===== config.mk =====
export PLATFORM = sky130hd
export DESIGN_NAME = seg_scan_rx
export DESIGN_NICKNAME = d
export VERILOG_FILES = /design/src/rtl/seg_scan_rx_pkg.sv /design/src/rtl/seg7_decode.sv /design/src/rtl/seg_scan_rx.sv
export SDC_FILE = /design/constraint.sdc
export NUM_CORES = 1
export LEC_CHECK = 0
export ABC_AREA = 0
export CAP_MARGIN = 20
export CORE_MARGIN = 10
export CORE_UTILIZATION = 67
export DETAILED_ROUTE_END_ITERATION = 7
export DONT_BUFFER_PORTS = 1
export PLACE_DENSITY_LB_ADDON = 0.05
export RECOVER_POWER = 50
export SYNTH_ARGS = -nofsm -noshare
export SYNTH_HDL_FRONTEND = slang
export SYNTH_SLANG_ARGS = --single-unit

===== constraint.sdc =====
create_clock -name clk -period 4.9 [get_ports clk]
set_input_delay 0.98 -clock clk [delete_from_list [all_inputs] [get_ports clk]]
set_output_delay 0.98 -clock clk [all_outputs]
set_load 0.01 [all_outputs]

===== src/rtl/seg_scan_rx_pkg.sv =====
// seg_scan_rx_pkg: segment constants, digit/sel codes and frame states shared by the scan driver and receiver
package seg_scan_rx_pkg;

    localparam logic [7:0] SEG_0 = 8'h7E;
    localparam logic [7:0] SEG_1 = 8'h30;
    localparam logic [7:0] SEG_2 = 8'h6D;
    localparam logic [7:0] SEG_3 = 8'h79;
    localparam logic [7:0] SEG_4 = 8'h33;
    localparam logic [7:0] SEG_5 = 8'h5B;
    localparam logic [7:0] SEG_6 = 8'h5F;
    localparam logic [7:0] SEG_7 = 8'h70;
    localparam logic [7:0] SEG_8 = 8'h7F;
    localparam logic [7:0] SEG_9 = 8'h7B;
    localparam logic [7:0] SEG_E = 8'h4F;

    localparam logic [3:0] DIG_E = 4'hE;

    localparam logic [1:0] SEL_TEN = 2'b01;
    localparam logic [1:0] SEL_ONE = 2'b10;

    localparam logic [6:0] VAL_NONE = 7'd127;

    typedef enum logic {W_TEN, W_ONE} state_e;

endpackage


===== src/rtl/seg7_decode.sv =====
// seg7_decode: combinational segment-pattern to digit decoder
//   seg_i : 8-bit segment pattern (bit 7 expected 0)
//   dig_o : decoded digit 0-9, or DIG_E for the "E" pattern / unknown patterns
//   bad_o : high when seg_i is not one of the 11 known patterns
module seg7_decode
    import seg_scan_rx_pkg::*;
(
    input  logic [7:0] seg_i,
    output logic [3:0] dig_o,
    output logic       bad_o
);

    always_comb begin
        dig_o = DIG_E;
        bad_o = 1'b0;
        case (seg_i)
            SEG_0:   dig_o = 4'd0;
            SEG_1:   dig_o = 4'd1;
            SEG_2:   dig_o = 4'd2;
            SEG_3:   dig_o = 4'd3;
            SEG_4:   dig_o = 4'd4;
            SEG_5:   dig_o = 4'd5;
            SEG_6:   dig_o = 4'd6;
            SEG_7:   dig_o = 4'd7;
            SEG_8:   dig_o = 4'd8;
            SEG_9:   dig_o = 4'd9;
            SEG_E:   dig_o = DIG_E;
            default: bad_o = 1'b1;
        endcase
    end

endmodule


===== src/rtl/seg_scan_rx.sv =====
// seg_scan_rx: recovers a stable two-digit reading from a multiplexed 7-segment scan bus
//   clk, rst : system clock, synchronous active-high reset
//   seg, sel : scanned segment pattern and digit select (01 tens, 10 ones)
//   ten, one : last confirmed digits (DIG_E for E/unknown)
//   value    : ten*10+one, or 127 when either digit is not 0-9
//   valid    : confirmed frame held and not timed out
//   upd      : one-cycle pulse when ten/one/value change
//   err      : sticky illegal sel / unknown pattern flag
module seg_scan_rx
    import seg_scan_rx_pkg::*;
#(
    parameter int TIMEOUT       = 150000,
    parameter int STABLE_FRAMES = 2
) (
    input  logic       clk,
    input  logic       rst,
    input  logic [7:0] seg,
    input  logic [1:0] sel,
    output logic [3:0] ten,
    output logic [3:0] one,
    output logic [6:0] value,
    output logic       valid,
    output logic       upd,
    output logic       err
);

    localparam int IW = $clog2(TIMEOUT + 1);
    localparam int MW = $clog2(STABLE_FRAMES + 1);

    logic [7:0]    seg_q;
    logic [1:0]    sel_q, sel_prev_q;
    logic          live_q;
    state_e        state_q, state_d;
    logic [3:0]    tens_q, tens_d;
    logic [7:0]    cand_q, cand_d;
    logic [MW-1:0] match_q, match_d;
    logic [IW-1:0] idle_q, idle_d;
    logic [3:0]    ten_q, ten_d, one_q, one_d;
    logic [6:0]    value_q, value_d;
    logic          valid_q, valid_d, upd_q, upd_d, err_q, err_d;
    logic [3:0]    dig;
    logic          bad, cap, cap_ten, cap_one, illegal, tout, done, load;

    seg7_decode u_dec (
        .seg_i (seg_q),
        .dig_o (dig),
        .bad_o (bad)
    );

    // live_q masks the 00 that sel_q holds straight out of reset
    assign illegal = live_q && (sel_q == 2'b00 || sel_q == 2'b11);
    assign cap     = sel_q != sel_prev_q && (sel_q == SEL_TEN || sel_q == SEL_ONE);
    assign cap_ten = cap && sel_q == SEL_TEN;
    assign cap_one = cap && sel_q == SEL_ONE;
    assign done    = cap_one && state_q == W_ONE;
    // a capture on the timeout cycle wins: the counter clears instead
    assign tout    = idle_q == IW'(TIMEOUT) && !cap;

    always_comb begin
        state_d = state_q;
        tens_d  = tens_q;
        cand_d  = cand_q;
        match_d = match_q;
        idle_d  = cap ? '0 : (idle_q == IW'(TIMEOUT) ? idle_q : idle_q + IW'(1));
        if (cap_ten) begin
            tens_d  = dig;
            state_d = W_ONE;
        end
        if (done) begin
            state_d = W_TEN;
            cand_d  = {tens_q, dig};
            match_d = {tens_q, dig} != cand_q ? MW'(1) :
                      match_q == MW'(STABLE_FRAMES) ? match_q : match_q + MW'(1);
        end
        if (tout) begin
            state_d = W_TEN;
            match_d = '0;
        end
    end

    assign load    = done && match_d == MW'(STABLE_FRAMES);
    assign ten_d   = load ? cand_d[7:4] : ten_q;
    assign one_d   = load ? cand_d[3:0] : one_q;
    assign value_d = !load ? value_q :
                     (cand_d[7:4] <= 4'd9 && cand_d[3:0] <= 4'd9) ?
                     7'(cand_d[7:4]) * 7'd10 + 7'(cand_d[3:0]) : VAL_NONE;
    assign valid_d = load ? 1'b1 : (tout ? 1'b0 : valid_q);
    assign upd_d   = load && (!valid_q || cand_d != {ten_q, one_q});
    assign err_d   = err_q || illegal || (cap && bad);

    always_ff @(posedge clk) begin
        if (rst) begin
            seg_q      <= '0;
            sel_q      <= 2'b00;
            sel_prev_q <= 2'b00;
            live_q     <= 1'b0;
            state_q    <= W_TEN;
            tens_q     <= '0;
            cand_q     <= '0;
            match_q    <= '0;
            idle_q     <= '0;
            ten_q      <= '0;
            one_q      <= '0;
            value_q    <= '0;
            valid_q    <= 1'b0;
            upd_q      <= 1'b0;
            err_q      <= 1'b0;
        end else begin
            seg_q      <= seg;
            sel_q      <= sel;
            sel_prev_q <= sel_q;
            live_q     <= 1'b1;
            state_q    <= state_d;
            tens_q     <= tens_d;
            cand_q     <= cand_d;
            match_q    <= match_d;
            idle_q     <= idle_d;
            ten_q      <= ten_d;
            one_q      <= one_d;
            value_q    <= value_d;
            valid_q    <= valid_d;
            upd_q      <= upd_d;
            err_q      <= err_d;
        end
    end

    assign ten   = ten_q;
    assign one   = one_q;
    assign value = value_q;
    assign valid = valid_q;
    assign upd   = upd_q;
    assign err   = err_q;

endmodule


==> impl_metrics.json, run 1 <==
{
  "status": "complete, no violations",
  "synth_cells": 360,
  "synth_cell_types": 60,
  "yosysTopAreaCellShare_pct": 39.1,
  "synth_fa_ha_area_share_pct": 5.43,
  "wire_per_inst_um": 15.7,
  "placed_cells": 418,
  "n_fill_cell": 345,
  "cts_tree": "built",
  "sequentialPowerShare_pct": 49.2,
  "finClkSkew_ps": 10.7,
  "die_w_um": 89.9,
  "setup_tns_ps": 0,
  "worstPathArrival_ps": 3830,
  "cts_buffers": 9,
  "cpLargestDelayFamily": "adder cells",
  "yosysSeqAreaShare_pct": 39.1,
  "ios": 30,
  "slew_headroom_pct": 39.1,
  "holdCritPathClass": "reg -> reg",
  "yosys-top-cells-area": "dfxtp_1, xor2_1, nor2_1, mux2i_1, ha_1",
  "hold_violations": 0,
  "vias_per_cell": 5.81,
  "critPathKind": "reg -> reg",
  "hpwl_um": 4920,
  "io_buffers": 0,
  "path_cells": "inv_1 > ha_1 > o211ai_1 > clkbuf_1 > mux2i_1 > inv_1 > ha_1 > ha_1 > inv_1 > fa_1 > nor3b_1 > xnor2_1 > xnor2_1 > a21oi_1",
  "coreArea_um2": 4720,
  "nNetsFinal": 387,
  "synth_top_family_by_area": "simple AND/OR/NAND/NOR gates",
  "fin_crit_sh_pct": 73.8,
  "die_y_um": 89.9,
  "initial_core_util_pct": 69.3,
  "crit_path_max_fanout": 12,
  "finalSetupViolCount": 0,
  "antenna_found_initial": 0,
  "drive_gt1_share_pct": 7.36,
  "rsz0062_at_grt": "false",
  "synth_area_per_cell_um2": 9.10,
  "power.total_uw": 1110,
  "grt_max_degree": 32,
  "cp_slowest_cell": "clkbuf_1",
  "hold_ws_ps": 492,
  "power_density_nw_per_um2": 312,
  "synth_fp_nets": 385,
  "area_growth_pct": 8.14,
  "p_sw_share_pct": 20.6,
  "clkPwrFrac_pct": 47.0,
  "grt_first_pass_wirelength_um": 11500,
  "fmax_mhz": 277,
  "slew_violations": 0,
  "max-vdd-ir-drop_v": 0.000271,
  "mostFrequentLayoutCells": "dfxtp_1, nor2_1, xor2_1",
  "yosys.area_share.simple_pct": 23.2,
  "drc": 0,
  "internal_power_uw": 878,
  "yosys_warnings": 0,
  "overflow": 0,
  "ys_ff_latch": 64,
  "postCtsSetupBuffers": 0,
  "cts.sinks": 64,
  "drtAntennaViolNets": 0,
  "cts_max_path_buffers": 2,
  "antenna_cells": 0,
  "first_pass_iters": 4,
  "post_cts_resized": 0,
  "gp_congestion": 0.852,
  "insertion_delay_ps": 350,
  "period_needed_ps": 3610,
  "worst_ep_required_time_ps": 5120,
  "synthMuxAreaShare_pct": 5.04,
  "synth_edf_count": 0,
  "mostFrequentLayoutCell": "dfxtp_1",
  "path_clk_slew_ps": 70,
  "p_sw_uw": 228,
  "dieArea_um2": 8080,
  "drt_iter0_drc": 114,
  "num_vias": 2521,
  "h-tree-depth": 3,
  "startpoint_type": "flip-flop",
  "syn-cell-area_um2": 3270,
  "grt_pass1_vias": 2428,
  "cpPeakStageDelay_ps": 500,
  "synth_compound_area_share_pct": 14.0,
  "drv_cap": 0,
  "fp-row-count": 25,
  "synthXorXnorAreaFrac_pct": 9.63,
  "fin_cells": 434,
  "worst_pin_slew_ps": 910,
  "combPwrFrac_pct": 3.9,
  "cts_hold_buf": 0,
  "grtUsageTotal_pct": 17.1,
  "fin_util_pct": 75.0,
  "yosys.area.top_type": "dfxtp_1",
  "cp_num_buf_inv": 4,
  "synthFlopType": "dfxtp_1",
  "async_flop_share_pct": 0,
  "endpoint_kind": "flip-flop",
  "p_leak_uw": 0.00137,
  "wl_um": 6800,
  "cts-root-buf": "clkbuf_8"
}
==> worst min-delay path: cells and delay by family, from the launching register on <==
kind / cells / cell delay (ps)
buffers and inverters: 1 / 80
flip-flops: 1 / 330
AND/OR/NAND/NOR: 1 / 40
==> stage by stage <==
stage	worst slack, ps	instance area [um2]
after floorplan	1670	3270
after global placement	1750	3320
after detailed placement	1610	3320
after CTS	1600	3550
after global routing	1010	3540
final	1290	3540
==> synth_stat cells (2+ instances only) <==
library cell and instances:
a2111oi_0 2, a211oi_1 4, a21o_1 2, a21oi_1 22
a311oi_1 2, and2_1 8, and3_1 4, buf_6 2
clkbuf_1 8, dfxtp_1 64, fa_1 2, ha_1 11
inv_1 16, mux2i_1 15, nand2_1 19, nand2b_1 2
nand3_1 8, nand3b_1 3, nand4_1 12, nor2_1 44
nor2b_1 10, nor3_1 2, nor3b_1 3, nor4_1 3
o211ai_1 2, o21ai_0 14, o21ai_1 3, o22ai_1 2
o31ai_1 2, or2_2 2, or3_1 4, xnor2_1 12
xor2_1 24
==> worst paths after layout <==
check        startpoint             to  slack, ps  cells after the start
max reg2reg    sel_q[0]       value[6]       1290                     14
min            sel_q[0]  sel_prev_q[0]        490                      2
max            sel_q[0]       value[6]       1290                     14
min reg2reg    sel_q[0]  sel_prev_q[0]        490                      2
==> power by group through the flow <==
stage               combinational [uW]  clock (uW)  sequential [uW]
floorplan                         40.8           0              551
global placement                  42.8           0              555
detailed placement                43.9           0              555
CTS                               44.1         527              544
global route                      49.2         552              545
finish                            42.7         519              544
==> routing by layer <==
metal / up-vias / global-route usage, % / routed length, um
met5: - / 0 / 0
met4: 0 / 8.89 / 190
met3: 16 / 5.49 / 377
met2: 60 / 26.9 / 3020
met1: 1169 / 20.3 / 3210
li1: 1276 / - / -
==> layout make-up <==
type | count | area, um2 | area share [%]
clock buffer | 14 | 173 | 4.88
clock inverter | 2 | 60.1 | 1.70
inverter | 16 | 60.1 | 1.70
multi-input combinational | 269 | 1880 | 53.0
sequential | 64 | 1280 | 36.2
tap | 67 | 83.8 | 2.37
timing repair buffer | 2 | 7.51 | 0.212
==> state kept, by name (all words and copies together) (netlist names) <==
signal	count
cand_q	8
err	1
idle_q	18
live_q	1
match_q	2
one	4
seg_q	8
sel_prev_q	2
sel_q	2
state_q	1
ten	4
tens_q	4
upd	1
valid	1
value	7
==> logic make-up (layout without fill, tap and decap cells) <==
logic type,after synthesis,in the layout
simple gates,138,138
flops,64,64
mux,16,16
xor+xnor,36,36
compound gates,66,66
buf+inv,27,34
fa+ha+maj,13,13
(Power assumes the default switching activity.)
==> run 2, diff against run 1 <==
--- a/config.mk
+++ b/config.mk
@@ -8,7 +8,7 @@
 export ABC_AREA = 0
 export CAP_MARGIN = 20
 export CORE_MARGIN = 10
-export CORE_UTILIZATION = 67
+export CORE_UTILIZATION = 63
 export DETAILED_ROUTE_END_ITERATION = 7
 export DONT_BUFFER_PORTS = 1
 export PLACE_DENSITY_LB_ADDON = 0.05
==> constraint.sdc (replaced) <==
create_clock -name clk -period 3.4 [get_ports clk]
set_input_delay 0.68 -clock clk [delete_from_list [all_inputs] [get_ports clk]]
set_output_delay 0.68 -clock clk [all_outputs]
set_load 0.01 [all_outputs]
==> impl_metrics.json, run 2 (synthesized netlist as in run 1, its figures left out) <==
{
  "n_fill_cell": 450,
  "die_y_um": 92.1,
  "top_layer": "met4",
  "min_from": "rst",
  "multi_input_area_um2": 1880,
  "h-tree-depth": 3,
  "antenna_cells": 0,
  "fin_cells": 442,
  "period_needed_ps": 3150,
  "setup_tns_ps": 0,
  "critPathKind": "reg -> reg",
  "final_area_um2": 3520,
  "worst_pin_slew_ps": 750,
  "grt_first_pass_wirelength_um": 11700,
  "wl_met2_um": 2980,
  "antenna_found_initial": 0,
  "slew_violations": 0,
  "gp_congestion": 0.964,
  "slew_headroom_pct": 50.0,
  "fmax_mhz": 318,
  "ios": 30,
  "power_density_nw_per_um2": 394,
  "wl_um": 6710,
  "wire_per_inst_um": 15.2,
  "wl_met3_um": 406,
  "wl_met1_um": 3200,
  "mostFrequentLayoutCells": "dfxtp_1, nor2_1, xor2_1",
  "status": "complete, no violations",
  "p_leak_uw": 0.00136,
  "startpoint": "seg_q[5]",
  "endpoint_kind": "flip-flop",
  "cts-root-buf": "clkbuf_8",
  "crit_path_max_fanout": 9,
  "num_vias": 2555,
  "first_pass_iters": 4,
  "grt_pass1_vias": 2480,
  "insertion_delay_ps": 350,
  "drtAntennaViolNets": 0,
  "area_growth_pct": 7.37,
  "drv_cap": 0,
  "finalSetupViolCount": 0,
  "mostFrequentLayoutCell": "dfxtp_1",
  "startpoint_type": "flip-flop",
  "grt_max_degree": 32,
  "vias_per_cell": 5.78,
  "die_w_um": 92.1,
  "cts_hold_buf": 0,
  "dieArea_um2": 8480,
  "path_clk_slew_ps": 70,
  "drt_iter0_drc": 131,
  "fp-row-count": 26,
  "coreArea_um2": 5070,
  "placed_cells": 427,
  "largest-register": "idle_q",
  "hold_violations": 0,
  "worst_ep_required_time_ps": 3610,
  "largest_reg_flops": 18,
  "rr_startpoint": "seg_q[5]",
  "fin_util_pct": 69.3,
  "register_area_um2": 1280,
  "placed_area_um2": 3360,
  "drive_gt1_share_pct": 8.87,
  "rsz0062_at_grt": "false",
  "max-vdd-ir-drop_v": 0.000343,
  "initial_core_util_pct": 64.5,
  "cts_tree": "built",
  "cts_buffers": 9,
  "cts.sinks": 64,
  "hpwl_um": 4920,
  "finClkSkew_ps": 9.80,
  "drc": 0,
  "holdCritPathClass": "in -> reg",
  "grtUsageTotal_pct": 16.9,
  "overflow": 0,
  "fin_crit_sh_pct": 92.5,
  "worstPathArrival_ps": 3360,
  "cts_max_path_buffers": 2,
  "largest_registers": "idle_q x18, cand_q x8, seg_q x8",
  "io_buffers": 0,
  "nNetsFinal": 393
}
[run 2: changes by cell type in the layout (fill, tap and decap cells not counted)]
cell | previous run | this run
clkinv_2 | 0 | 3
clkbuf_8 | 12 | 9
clkinvlp_4 | 0 | 1
buf_4 | 0 | 6
nor3b_2 | 0 | 1
bufinv_16 | 2 | 0
nor3b_1 | 3 | 2
[run 2: layout make-up]
| cell class | count | share of cell area [%] |
|---|---|---|
| clock buffers | 11 | 3.74 |
| clock inverters | 4 | 0.641 |
| inverters | 16 | 1.71 |
| multi-input cells | 269 | 53.5 |
| flip-flops and latches | 64 | 36.4 |
| well taps | 70 | 2.49 |
| repair buffers | 8 | 1.49 |
[run 2: through the flow]
| stage | worst slack (ps) | hold WS (ps) | total power, uW |
|---|---|---|---|
| 2_1_floorplan | 168 | 462 | 852 |
| 4_1_cts | 241 | 381 | 1400 |
| 3_5_place_dp | 288 | 480 | 864 |
| 6_report | 255 | 394 | 1380 |
| 5_1_grt | 31.2 | 367 | 1450 |
| 3_3_place_gp | 319 | 475 | 862 |
[run 2: where the power goes]
group          leakage, uW  total [uW]  internal, uW  switching [uW]
Clock            0.0000789         539           256             282
Combinational     0.000763        61.8          26.9            35.0
Sequential        0.000520         784           765            19.0
Total              0.00136        1380          1050             336
[run 2: repair_timing]
action                                 4_1_cts  5_1_grt
resized for setup                            0        1
buffers inserted                             0        0
setup endpoints to repair                    0        1
endpoints found under the hold margin        0        0
[run 2: metal layers]
layer | global-route usage, % | up-vias
met2 | 26.1 | 51
li1 | - | 1289
met5 | 0 | -
met1 | 20.2 | 1202
met3 | 7.58 | 13
met4 | 6.43 | 0
[run 2: worst paths after layout]
kind	end	slack [ps]	depth (start not counted)
worst max-delay path	value[6]	250	11
worst min register to register	sel_prev_q[1]	490	2
worst min-delay path	sel_prev_q[1]	390	1
worst max register to register	value[6]	250	11
[run 2: critical path, cell delays in order (launching register included)]
cell	delay (ps)
dfxtp_1	440
or3b_1	430
a211oi_4	340
a21oi_1	140
a21oi_1	280
a21oi_1	220
ha_1	400
a21oi_1	270
nor3b_2	90
xnor2_1	180
xnor2_1	140
a21oi_1	70
